==> config.mk <==
export PLATFORM = sky130hd
export DESIGN_NAME = fx_expand_pipe_flat
export DESIGN_NICKNAME = d
export VERILOG_FILES = /design/src/rtl/fx_expand_pipe_if.sv /design/src/rtl/fx_expand_pipe.sv /design/src/flat_wrapper.sv
export SDC_FILE = /design/constraint.sdc
export NUM_CORES = 1
export LEC_CHECK = 0
export ABC_AREA = 1
export BUFFER_PORTS_ARGS = -buffer_cell sky130_fd_sc_hd__buf_4
export CAP_MARGIN = 5
export CELL_PAD_IN_SITES_DETAIL_PLACEMENT = 1
export CELL_PAD_IN_SITES_GLOBAL_PLACEMENT = 1
export CORE_MARGIN = 2
export CORE_UTILIZATION = 42
export DETAILED_ROUTE_END_ITERATION = 10
export PLACE_DENSITY = 0.81
export SLEW_MARGIN = 20
export SYNTH_ARGS = -nofsm -noshare
export SYNTH_HDL_FRONTEND = slang
export SYNTH_SLANG_ARGS = --single-unit
==> constraint.sdc <==
create_clock -name clk -period 1.8 [get_ports clk]
set_input_delay 0.36 -clock clk [delete_from_list [all_inputs] [get_ports clk]]
set_output_delay 0.36 -clock clk [all_outputs]
set_load 0.05 [all_outputs]
==> src/rtl/fx_expand_pipe_if.sv <==
// Stream bundle for the fixed-point expander: input sample handshake,
// output sample handshake, flush and transfer counter.
interface fx_expand_pipe_if #(
    parameter int IW    = 13,
    parameter int OW    = 14,
    parameter int CNT_W = 16
);
    logic [IW-1:0]    i_data;
    logic             i_valid;
    logic             o_ready;
    logic [OW-1:0]    o_data;
    logic             o_valid;
    logic             i_ready;
    logic             i_flush;
    logic [CNT_W-1:0] o_count;

    modport master (
        output i_data, i_valid, i_ready, i_flush,
        input  o_ready, o_data, o_valid, o_count
    );

    modport slave (
        input  i_data, i_valid, i_ready, i_flush,
        output o_ready, o_data, o_valid, o_count
    );
endinterface

==> src/rtl/fx_expand_pipe.sv <==
// Narrow-to-wide fixed-point expander (sign/zero extend, LSB pad)
// behind a collapsing valid/ready register chain with flush and counter.
module fx_expand_pipe #(
    parameter int IW      = 13,
    parameter int OW      = 14,
    parameter int LSB_PAD = 0,
    parameter int SIGNED  = 1,
    parameter int DELAY   = 4,
    parameter int CNT_W   = 16
) (
    input logic clk,
    input logic rst_n,
    fx_expand_pipe_if.slave bus
);
    localparam int EW = OW - LSB_PAD;

    if (OW < IW + LSB_PAD) begin : g_bad_width
        $error("fx_expand_pipe: OW must be >= IW + LSB_PAD");
    end
    if (DELAY < 1) begin : g_bad_delay
        $error("fx_expand_pipe: DELAY must be >= 1");
    end

    logic [EW-1:0]    ext;
    logic [OW-1:0]    res;
    logic [DELAY-1:0] vld;
    logic [OW-1:0]    dat [DELAY];
    logic [DELAY-1:0] load;
    logic [CNT_W-1:0] cnt;
    logic             out_xfer;

    always_comb begin
        if (SIGNED != 0) ext = EW'($signed(bus.i_data));
        else             ext = EW'(bus.i_data);
        res = OW'(ext) << LSB_PAD;
    end

    // A stage can load whenever the sink is ready or some stage at or
    // downstream of it is empty; this is what collapses bubbles.
    always_comb begin
        logic full;
        full = 1'b1;
        load = '0;
        for (int k = DELAY - 1; k >= 0; k--) begin
            full    = full & vld[k];
            load[k] = bus.i_ready | ~full;
        end
    end

    assign out_xfer    = vld[DELAY-1] & bus.i_ready;
    assign bus.o_ready = load[0] & ~bus.i_flush;
    assign bus.o_valid = vld[DELAY-1];
    assign bus.o_data  = dat[DELAY-1];
    assign bus.o_count = cnt;

    always_ff @(posedge clk) begin
        if (!rst_n) begin
            vld <= '0;
            cnt <= '0;
            for (int k = 0; k < DELAY; k++) dat[k] <= '0;
        end else if (bus.i_flush) begin
            vld <= '0;
            cnt <= '0;
        end else begin
            if (out_xfer) cnt <= cnt + CNT_W'(1);
            if (load[0]) vld[0] <= bus.i_valid;
            if (load[0] && bus.i_valid) dat[0] <= res;
            for (int k = 1; k < DELAY; k++) begin
                if (load[k]) vld[k] <= vld[k-1];
                if (load[k] && vld[k-1]) dat[k] <= dat[k-1];
            end
        end
    end
endmodule
==> src/flat_wrapper.sv <==
// flat-port wrapper written by rule: the top's interface ports become plain ports
module fx_expand_pipe_flat 
#(
    parameter int IW      = 13,
    parameter int OW      = 14,
    parameter int LSB_PAD = 0,
    parameter int SIGNED  = 1,
    parameter int DELAY   = 4,
    parameter int CNT_W   = 16
)
  (clk, rst_n, bus_i_data, bus_i_valid, bus_i_ready, bus_i_flush, bus_o_ready, bus_o_data, bus_o_valid, bus_o_count);
  fx_expand_pipe_if #(.IW(IW), .OW(OW), .CNT_W(CNT_W)) bus_i ();
  input logic clk;
  input logic rst_n;
  input wire logic [$bits(bus_i.i_data)-1:0] bus_i_data;
  input wire logic [$bits(bus_i.i_valid)-1:0] bus_i_valid;
  input wire logic [$bits(bus_i.i_ready)-1:0] bus_i_ready;
  input wire logic [$bits(bus_i.i_flush)-1:0] bus_i_flush;
  output wire logic [$bits(bus_i.o_ready)-1:0] bus_o_ready;
  output wire logic [$bits(bus_i.o_data)-1:0] bus_o_data;
  output wire logic [$bits(bus_i.o_valid)-1:0] bus_o_valid;
  output wire logic [$bits(bus_i.o_count)-1:0] bus_o_count;
  assign bus_i.i_data = bus_i_data;
  assign bus_i.i_valid = bus_i_valid;
  assign bus_i.i_ready = bus_i_ready;
  assign bus_i.i_flush = bus_i_flush;
  assign bus_o_ready = bus_i.o_ready;
  assign bus_o_data = bus_i.o_data;
  assign bus_o_valid = bus_i.o_valid;
  assign bus_o_count = bus_i.o_count;
  fx_expand_pipe #(.IW(IW), .OW(OW), .LSB_PAD(LSB_PAD), .SIGNED(SIGNED), .DELAY(DELAY), .CNT_W(CNT_W)) u_core (.clk(clk), .rst_n(rst_n), .bus(bus_i));
endmodule
## After elaboration in Yosys (flattened, before gate mapping)

Memories as Yosys holds them, arrays and structs flattened.
Cells that the tools add are included.

| cells by class | value |
|---|---|
| add/subtract/negate cells | 1 |
| muxes and demuxes | 21 |
| bitwise logic cells | 19 |
| reduce and logical (&&, ||, !) cells | 5 |

Operators with widths:

| cell | count |
|---|---|
| $mux W14 | 4 |
| $mux W1 | 17 |
| $add A16 B1 Y16 const B | 1 |
| $or A1 B1 Y1 | 8 |
| $not A1 Y1 | 6 |
| $and A1 B1 Y1 | 5 |
| $logic_and A1 B1 Y1 | 4 |
| $reduce_or A2 Y1 | 1 |

| storage, ports and cells | value |
|---|---|
| bits in registers | 20 |
| memory bits (writable) | 56 |
| bits of input ports | 18 |
| output and inout bits | 32 |
| logic and storage cells | 52 |
| memories | 1 |

Memories:

| name | depth | width | rd ports | clocked after memory_dff | wr ports | line | text |
|---|---|---|---|---|---|---|---|
| u_core.dat | 4 | 14 | 4 | 0 | 4 | fx_expand_pipe.sv:27 | `logic [OW-1:0] dat [DELAY];` |

## Longest topological paths before layout

Gate-level depths: netlist of the first run.

| depth | value |
|---|---|
| depth after elaboration | 11 |
| mapped depth | 9 |

## Worst setup path after synthesis of the first run

Ideal clock, no wire load.

| timing path | value |
|---|---|
| kind | reg2out |
| from | register u_core.vld[3] |
| to | output bus_o_ready |
| arrival time | 1.483 ns |
| setup slack | -0.043 ns |
| cell stages (with the launch flop) | 6 |
| cells stage by stage | dfxtp_1 -> nand2_2 -> nor2_2 -> nand2_2 -> nor2_2 -> nor2_1 |

| on the way | value |
|---|---|
| cells in the longest elaborated chain, start to end | 6 |

RTL lines:

| item | line | text |
|---|---|---|
| start, declared | fx_expand_pipe.sv:26 | `logic [DELAY-1:0] vld;` |
| start signal, assigned by index | fx_expand_pipe.sv:69 | `if (load[k]) vld[k] <= vld[k-1];` |
| $and A1 B1 Y1 (3 in a row) | fx_expand_pipe.sv:45 | `full = full & vld[k];` |
| $not A1 Y1 | fx_expand_pipe.sv:46 | `load[k] = bus.i_ready \| ~full;` |
| $or A1 B1 Y1 | fx_expand_pipe.sv:46 |  |
| $and A1 B1 Y1 | fx_expand_pipe.sv:51 | `assign bus.o_ready = load[0] & ~bus.i_flush;` |
| end, declared | flat_wrapper.sv:19 | `output wire logic [$bits(bus_i.o_ready)-1:0] bus_o_ready;` |

No other way between the ends.

## Worst setup path after layout of the first run

Same ends and word-level chain as after synthesis.

==> impl_metrics.ini, run 1 <==
[worst_setup_path]
critPathLaunch = u_core.vld[3]
worst_ep_arrival_time_ns = 1.37
critical_path.slowest_cell = sky130_fd_sc_hd__dfxtp_2
timing.critical_path.slowest_cell_delay_ns = 0.36
worstPathBufferInverterCount = 2
crit_chain = nand2_4 -> nor2_4 -> nand2_2 -> nor2_4 -> buf_4 -> nor2_1 -> buf_6
worstReg2RegStart = u_core.vld[3]
critical-path-top-delay-family = simple AND/OR/NAND/NOR gates
critical_path_source_type = flop
critPathMostFrequentCell = sky130_fd_sc_hd__nor2_4
crit_path_max_fanout = 4
critical_path_required_ns = 1.44
category_of_the_worst_setup_path_capture_point = output port
critical_path_class = flop to output port

[logic_synthesis]
synth_top_area_share = 0.5209
ys_async_sr_fraction = 0
largest_family_of_logic_cells_by_synthesized_area = simple AND/OR/NAND/NOR gates
synthSimpleGateAreaFrac = 0.1920
synthesis.instances = 318
post_synth_fa_ha_maj_area_fraction = 0.004174
yosys-top-cells-area = sky130_fd_sc_hd__edfxtp_1, sky130_fd_sc_hd__dfxtp_1, sky130_fd_sc_hd__nor2_1, sky130_fd_sc_hd__inv_1, sky130_fd_sc_hd__nand2_1
share_of_the_synthesized_area_in_compound_gates_ao_oa_aoi_oai = 0.03840
yosysWarnings = 0
synth-edff-count = 52
ys_ff_latch = 72
post_synthesis_mux_area_share = 0
synth.net_count = 337
synthesis.area_mm2 = 0.002998
synth_cell_type_count = 22
yosysSeqAreaShare = 0.6544
syn_avg_cell_area_um2 = 9.427
ys_dominant_reg_cell = sky130_fd_sc_hd__edfxtp_1
synth_top_area_cell = sky130_fd_sc_hd__edfxtp_1
yosys.area_share.xor_xnor = 0.002922

[clock_tree]
clkLatencyLatePin_ns = 0.34
clock_sink_count = 72
tritoncts = yes
cts-htree-levels = 3
cts-root-buf = sky130_fd_sc_hd__clkbuf_8
clockBufferDepth = 2
postCtsHoldBufs = 0
cts_buffer_count = 9
cts.reportedPaths.clkPinSlew_ns = 0.07

[sta]
number_of_max_slew_violations_in_the_final_report = 0
setup_tns_ns = 0
final.period_utilization = 0.9590
layout_setup_ws_ns = 0.07378
setup_failing_eps_final = 0
worstMarginPinSlew_ns = 0.5208
relSlewSlack = 0.6519
maximum_clock_skew_at_final_layout_ns = 0.007267
final.min_clock_period_ns = 1.726
final_hold_viol_count = 0
fmaxAchievable_ghz = 0.5793

[hold_path]
hold_sp = bus_i_valid
hold_path_class = primary input to flop

[layout]
fin_nets = 399
area.growth.synth_to_final_pct = 24.33
finalNonFillerCells = 481
layout.filler_cells = 822
antennaDiodeCount = 0
design_area_mm2 = 0.003727
seqCellArea_mm2 = 0.001964
drive_gt1_frac = 0.2182
multi_input_comb_area_um2 = 726.9

[global_route]
globalRoute.totalOverflow = 0
initial_antenna_violation_count = 0
gr-usage-all-layers = 0.1692
grt_max_degree = 14
grt_pass1_vias = 2140
grt_pass1_wl_um = 9853

[route]
m1WireLength_um = 2537
routed.top_layer = met4
drt-total-wl_um = 6052
drtPass1Iterations = 4
via_per_inst = 4.420
drt_iter0_markers = 43
wl_per_cell_um = 12.58
met3WireLength_um = 244
drc = 0
ant_nets = 0
metal2_wl_um = 3161
detailroute.via_count = 2126

[floorplan]
floorplan.die.height_um = 88.49
rows = 30
io-pin-count = 50
die_w_um = 88.49
start_util = 0.4364
fp.dieArea_mm2 = 0.007830
coreArea_mm2 = 0.006869

[power_and_ir_drop]
pwr_density_cell_mw_per_mm2 = 890.9
cellLeakagePower_nw = 1.647
vdd_ir_drop_max_mv = 0.4031

[placement]
port_buffers = 49
placement_stage_cell_area_mm2 = 0.003501
place.gp.congestion = 0.7681
detailedPlace.worstSlack_ns = 0.05103
place_hpwl_um = 4490
post-place-cells = 464

[outcome]
run_status = completed

[job]
timing.max_cap.violations = 0
power by group:
part           switching [mW]  leakage [nW]  internal, mW
Combinational           0.127         0.843        0.0639
Sequential             0.0175         0.700          1.83
Clock                   0.565         0.103         0.713
Total                   0.710          1.65          2.61
area by class of cell:
| class | instances | area share |
|---|---|---|
| sequential | 72 | 0.5270 |
| multi-input combinational | 164 | 0.1950 |
| timing repair buffer | 57 | 0.1158 |
| inverter | 76 | 0.07654 |
| clock buffer | 13 | 0.04263 |
| tap | 96 | 0.03223 |
| clock inverter | 3 | 0.01074 |
final timing paths:
path	end	slack, ns	cells after the start
max	bus_o_ready	0.07	7
max reg2reg	u_core.dat[2][10]	0.23	6
min reg2reg	u_core.bus.o_count[6]	0.52	2
min	u_core.vld[0]	0.27	3
worst register-to-register path, cell delays in order (launching register included):
cell	delay (ns)
sky130_fd_sc_hd__dfxtp_2	0.34
sky130_fd_sc_hd__nand2_4	0.09
sky130_fd_sc_hd__nor2_4	0.04
sky130_fd_sc_hd__buf_4	0.13
sky130_fd_sc_hd__nor2_1	0.14
sky130_fd_sc_hd__nand2_1	0.07
sky130_fd_sc_hd__nand2_1	0.39
per-stage QoR:
| stage | hold WS [ns] | utilization | power (mW) |
|---|---|---|---|
| 4_1_cts | 0.2523 | 0.5412 | 3.350 |
| 2_1_floorplan | 0.4735 | - | 1.999 |
| 6_report | 0.2664 | 0.5426 | 3.321 |
| 3_3_place_gp | 0.4811 | 0.5097 | 2.068 |
| 3_5_place_dp | 0.5116 | 0.5097 | 2.081 |
| 5_1_grt | 0.2773 | 0.5426 | 3.433 |
kinds of logic after synthesis:
group	count (synthesis)
buffers and inverters	82
adders and majority gates	1
AOI/OAI and AO/OA	22
xor gates and xnor gates	1
and+or+nand+nor	140
DFF	72
registers in the layout, indices dropped and copies added (netlist names):
register and cells:
u_core.bus.o_count 16, u_core.dat 52, u_core.vld 4
layer usage:
| layer | GRT usage | vias to the layer above |
|---|---|---|
| met5 | 0 | - |
| met4 | 0.08402 | 0 |
| met2 | 0.2912 | 49 |
| li1 | - | 1096 |
| met1 | 0.1925 | 971 |
| met3 | 0.04851 | 10 |
Yosys cell counts (2+ instances only):
cell type and n:
sky130_fd_sc_hd__a21oi_1 13, sky130_fd_sc_hd__buf_2 4, sky130_fd_sc_hd__dfxtp_1 20, sky130_fd_sc_hd__edfxtp_1 52, sky130_fd_sc_hd__inv_1 75, sky130_fd_sc_hd__nand2_1 35
sky130_fd_sc_hd__nand2_2 5, sky130_fd_sc_hd__nand3_1 9, sky130_fd_sc_hd__nor2_1 80, sky130_fd_sc_hd__nor2_2 4, sky130_fd_sc_hd__nor3_1 3, sky130_fd_sc_hd__o21a_1 2
sky130_fd_sc_hd__o21ai_0 7
placed cells by master (no fill, tap or decap), drive strengths merged, types with 2 or more instances in the layout:
| master | n |
|---|---|
| clkinv | 2 |
| nand2 | 40 |
| dfxtp | 20 |
| nor2 | 84 |
| o21a | 2 |
| nand3 | 9 |
| o21ai | 7 |
| edfxtp | 52 |
| buf | 57 |
| a21oi | 13 |
| nor3 | 3 |
| clkbuf | 13 |
| inv | 76 |
what timing repair did:
| action | 4_1_cts | 5_1_grt |
|---|---|---|
| buffers inserted | 1 | 0 |
| resized for setup | 3 | 3 |
| endpoints found under the setup margin | 1 | 1 |
No activity file was read; power rests on OpenSTA's default activity.
==> inputs of run 2 (changes only) <==
Clock period 1.8 ns to 1.7 ns, I/O delays scaled along.
==> impl_metrics.ini, run 2 (synthesized netlist as in run 1, its figures left out) <==
[outcome]
run_status = completed

[layout]
area.growth.synth_to_final_pct = 24.83
top_register = u_core.dat
design_area_mm2 = 0.003742
fin_nets = 400
layout.cells.most_common_list = sky130_fd_sc_hd__nor2_1, sky130_fd_sc_hd__inv_1, sky130_fd_sc_hd__buf_4
drive_gt1_frac = 0.2280
antennaDiodeCount = 0
final_core_utilization = 0.5448
final_common_cell = sky130_fd_sc_hd__nor2_1
largest_reg_flops = 52

[route]
drt_iter0_markers = 65
drtPass1Iterations = 4
detailroute.via_count = 2143
wl_per_cell_um = 12.52
via_per_inst = 4.446
drc = 0
ant_nets = 0
drt-total-wl_um = 6035

[placement]
detailedPlace.worstSlack_ns = 0.004066
placement_stage_cell_area_mm2 = 0.003491
place.gp.congestion = 0.7668
place_hpwl_um = 4241
port_buffers = 49

[worst_setup_path]
worstPathBufferInverterCount = 4
critical_path_source_type = flop
crit_chain = inv_1 -> nor2_4 -> nand2_2 -> nor2_4 -> buf_4 -> buf_4 -> nor2_2 -> nand2_1 -> nand2_1 -> buf_12
critical_path_class = flop to flop
crit_path_max_fanout = 13
timing.critical_path.slowest_cell_delay_ns = 0.33
critical-path-top-delay-family = buffers and inverters
category_of_the_worst_setup_path_capture_point = flop
critical_path.slowest_cell = sky130_fd_sc_hd__dfxtp_2
worst_ep_arrival_time_ns = 1.67
critical_path_required_ns = 1.76

[floorplan]
coreArea_mm2 = 0.006869
die_w_um = 88.49
start_util = 0.4364
io-pin-count = 50
fp.dieArea_mm2 = 0.007830
floorplan.die.height_um = 88.49
rows = 30

[global_route]
grt_pass1_wl_um = 9687
grt_max_degree = 14
initial_antenna_violation_count = 0
globalRoute.totalOverflow = 0
gr-usage-all-layers = 0.1651
grt_pass1_vias = 2103

[sta]
maximum_clock_skew_at_final_layout_ns = 0.007068
final.period_utilization = 0.9504
relSlewSlack = 0.6736
final.min_clock_period_ns = 1.616
number_of_max_slew_violations_in_the_final_report = 0
fmaxAchievable_ghz = 0.6190
layout_setup_ws_ns = 0.08437
setup_failing_eps_final = 0
worstMarginPinSlew_ns = 0.4884
final_hold_viol_count = 0

[power_and_ir_drop]
cellLeakagePower_nw = 1.654
pwr_density_cell_mw_per_mm2 = 922.4
vdd_ir_drop_max_mv = 0.5767
design_power_total_mw = 3.452

[hold_path]
hold_path_class = primary input to flop

[clock_tree]
clkLatencyLatePin_ns = 0.34
cts-root-buf = sky130_fd_sc_hd__clkbuf_8
cts.reportedPaths.clkPinSlew_ns = 0.08
clockBufferDepth = 2
cts-htree-levels = 3
tritoncts = yes
clock_sink_count = 72
postCtsHoldBufs = 0
cts_buffer_count = 9

[job]
timing.max_cap.violations = 0
==> run 2: changes by cell type in the layout (fill, tap and decap cells not counted), sizes merged <==
cell | previous run | this run
buf | 57 | 58
clkbuf | 13 | 9
clkinv | 2 | 6
==> run 2: worst paths after layout <==
kind | startpoint | end | slack [ns] | depth (start not counted)
max | u_core.vld[2] | u_core.dat[0][11] | 0.08 | 10
min reg2reg | u_core.bus.o_count[6] | u_core.bus.o_count[6] | 0.51 | 2
max reg2reg | u_core.vld[2] | u_core.dat[0][11] | 0.08 | 10
min | bus_i_valid | u_core.vld[0] | 0.23 | 3
==> run 2: where the power goes <==
group          leakage (nW)  switching [mW]  internal [mW]  total (mW)
combinational         0.854           0.135         0.0720       0.207
sequential            0.700          0.0172           1.94        1.96
clock                 0.100           0.622          0.665        1.29
total                  1.65           0.774           2.68        3.45
==> run 2: worst min-delay path, stage by stage <==
cell and delay [ns]:
sky130_fd_sc_hd__buf_4 0.09, sky130_fd_sc_hd__nor2_1 0.04, sky130_fd_sc_hd__nor2_1 0.07
==> run 2: layout make-up <==
| cell class | instances | area [um2] |
|---|---|---|
| Multi-Input combinational cell | 164 | 734.5 |
| Tap cell | 96 | 120.1 |
| Fill cell | 822 | 3127 |
| Clock inverter | 7 | 62.56 |
| Sequential cell | 72 | 1964 |
| Inverter | 76 | 285.3 |
| Clock buffer | 9 | 123.9 |
| Timing Repair Buffer | 58 | 451.7 |
==> run 2: through the flow <==
step | setup TNS, ns | hold slack [ns] | instances
after floorplan | 0 | 0.4607 | 318
after global placement | 0 | 0.4787 | 461
after detailed placement | 0 | 0.4913 | 461
after CTS | 0 | 0.2254 | 479
after global routing | -0.4604 | 0.2446 | 482
final | 0 | 0.2340 | 482
==> run 2: timing repair <==
item                                    4_1_cts  5_1_grt
endpoints found under the setup margin        1       17
gates resized for setup                       3        5
pin swaps                                     1        2
buffers inserted                              2        3
==> run 2: routing by layer <==
metal,global-route usage,vias up,part of all wire
met3,0.03545,10,0.038
met5,0,-,0
met4,0.08540,0,0.017
met2,0.2796,47,0.51
met1,0.1983,987,0.44
li1,-,1099,-
==> inputs of run 3 (changes only) <==
Settings changed: CELL_PAD_IN_SITES_DETAIL_PLACEMENT 1 to 2, CELL_PAD_IN_SITES_GLOBAL_PLACEMENT 1 to 2, CORE_UTILIZATION 42 to 34.
==> impl_metrics.ini, run 3 (synthesized netlist as in run 1, its figures left out) <==
[layout]
top_register = u_core.dat
design_area_mm2 = 0.003796
fin_nets = 399
layout.filler_cells = 938
layout.cells.most_common_list = sky130_fd_sc_hd__nor2_1, sky130_fd_sc_hd__inv_1, sky130_fd_sc_hd__buf_4
area.growth.synth_to_final_pct = 26.63
finalNonFillerCells = 493
antennaDiodeCount = 0
multi_input_comb_area_um2 = 732.0
final_common_cell = sky130_fd_sc_hd__nor2_1
drive_gt1_frac = 0.2260
largest_reg_flops = 52
seqCellArea_mm2 = 0.001964

[route]
drc = 0
drt_iter0_markers = 50
ant_nets = 0
wl_per_cell_um = 15.82
detailroute.via_count = 2220
via_per_inst = 4.503
drtPass1Iterations = 4
drt-total-wl_um = 7797

[floorplan]
fp.dieArea_mm2 = 0.009584
rows = 34
die_w_um = 97.90
start_util = 0.3471
floorplan.die.height_um = 97.90
io-pin-count = 50
coreArea_mm2 = 0.008636

[clock_tree]
cts_buffer_count = 9
clock_sink_count = 72
cts-root-buf = sky130_fd_sc_hd__clkbuf_8
cts-htree-levels = 3
clkLatencyLatePin_ns = 0.35
clockBufferDepth = 2
tritoncts = yes
cts.reportedPaths.clkPinSlew_ns = 0.08

[sta]
final_hold_viol_count = 0
relSlewSlack = 0.6858
maximum_clock_skew_at_final_layout_ns = 0.01142
final.min_clock_period_ns = 1.625
number_of_max_slew_violations_in_the_final_report = 0
layout_setup_ws_ns = 0.07522
setup_failing_eps_final = 0
worstMarginPinSlew_ns = 0.4700
fmaxAchievable_ghz = 0.6155
final.period_utilization = 0.9558

[worst_setup_path]
crit_chain = nand2_4 -> nor2_4 -> nand2_2 -> nor2_4 -> nor2_1 -> buf_6
critical_path.slowest_cell = sky130_fd_sc_hd__dfxtp_2
worstPathBufferInverterCount = 1
critical_path_class = flop to output port
critPathMostFrequentCell = sky130_fd_sc_hd__nor2_4
reg2reg_depth = 7
category_of_the_worst_setup_path_capture_point = output port
timing.critical_path.slowest_cell_delay_ns = 0.36
timing.critical_path.depth = 6
critical_path_required_ns = 1.36
critical_path_source_type = flop
critical-path-top-delay-family = simple AND/OR/NAND/NOR gates
crit_path_max_fanout = 4
worstReg2RegStart = u_core.bus.o_count[1]
critPathLaunch = u_core.vld[3]
worst_ep_arrival_time_ns = 1.28

[hold_path]
hold_path_class = primary input to flop
hold_sp = bus_i_data[2]
holdPathStages = 3

[placement]
port_buffers = 49
placement_stage_cell_area_mm2 = 0.003506
detailedPlace.worstSlack_ns = -0.08587
post-place-cells = 473
place_hpwl_um = 5414
place.gp.congestion = 0.7428

[global_route]
grt_pass1_vias = 2441
grt_max_degree = 14
initial_antenna_violation_count = 0
grt_pass1_wl_um = 12430
gr-usage-all-layers = 0.1686
globalRoute.totalOverflow = 0

[power_and_ir_drop]
vdd_ir_drop_max_mv = 0.3104
pwr_density_cell_mw_per_mm2 = 1011
cellLeakagePower_nw = 1.664
design_power_total_mw = 3.836

[outcome]
run_status = completed

[job]
timing.max_cap.violations = 0
[run 3: cell types whose count changed in the layout (fill, tap and decap cells not counted)]
cell | before | now
sky130_fd_sc_hd__bufinv_16 | 1 | 3
sky130_fd_sc_hd__clkinv_2 | 4 | 2
sky130_fd_sc_hd__nor2_1 | 78 | 80
sky130_fd_sc_hd__nor2_2 | 4 | 2
sky130_fd_sc_hd__buf_4 | 56 | 55
sky130_fd_sc_hd__clkbuf_1 | 0 | 1
sky130_fd_sc_hd__clkinv_1 | 1 | 0
sky130_fd_sc_hd__clkinv_4 | 1 | 0
sky130_fd_sc_hd__clkinvlp_4 | 0 | 1
sky130_fd_sc_hd__inv_1 | 75 | 74
sky130_fd_sc_hd__inv_2 | 1 | 2
sky130_fd_sc_hd__nand2_1 | 34 | 33
sky130_fd_sc_hd__nand2_2 | 5 | 6
[run 3: layer usage]
layer,wire length (um),track usage
met5,0,0
met2,4243,0.3198
met3,212,0.02792
met1,3243,0.1884
met4,97,0.06090
[run 3: final timing paths]
path                                 end  slack (ns)
setup / recovery             bus_o_ready        0.08
hold / removal          u_core.dat[0][2]        0.30
setup reg to reg  u_core.bus.o_count[10]        0.16
hold reg to reg    u_core.bus.o_count[6]        0.51
[run 3: tightest hold or removal path, stage by stage]
cell and delay [ns]:
sky130_fd_sc_hd__buf_4 0.08, sky130_fd_sc_hd__inv_1 0.03, sky130_fd_sc_hd__nor2_1 0.08
[run 3: final cells by class]
class	count	area share
flip-flops and latches	72	0.5175
inverters	76	0.07515
clock buffers	10	0.03362
multi-input cells	164	0.1928
repair buffers	57	0.1170
clock inverters	6	0.02835
well taps	108	0.03560
[run 3: report_power, final]
group / switching [mW] / internal (mW) / leakage (nW)
clock: 0.683 / 0.971 / 0.116
combinational: 0.145 / 0.0722 / 0.848
sequential: 0.0238 / 1.94 / 0.700
total: 0.852 / 2.98 / 1.66
[run 3: per-stage QoR]
| stage | utilization | TNS [ns] | hold WS (ns) |
|---|---|---|---|
| after global placement | 0.4060 | 0 | 0.4821 |
| after floorplan | - | 0 | 0.4607 |
| after detailed placement | 0.4060 | -0.1047 | 0.4940 |
| final | 0.4396 | 0 | 0.2980 |
| after global routing | 0.4396 | -0.003161 | 0.3063 |
| after CTS | 0.4374 | 0 | 0.2544 |
[run 3: timing repair]
item	4_1_cts	5_1_grt
endpoints found under the hold margin	0	0
hold buffers	0	0
setup endpoints to repair	1	27
pin swaps	2	2
gates resized for setup	3	5
gates cloned	0	0
buffers inserted	3	1
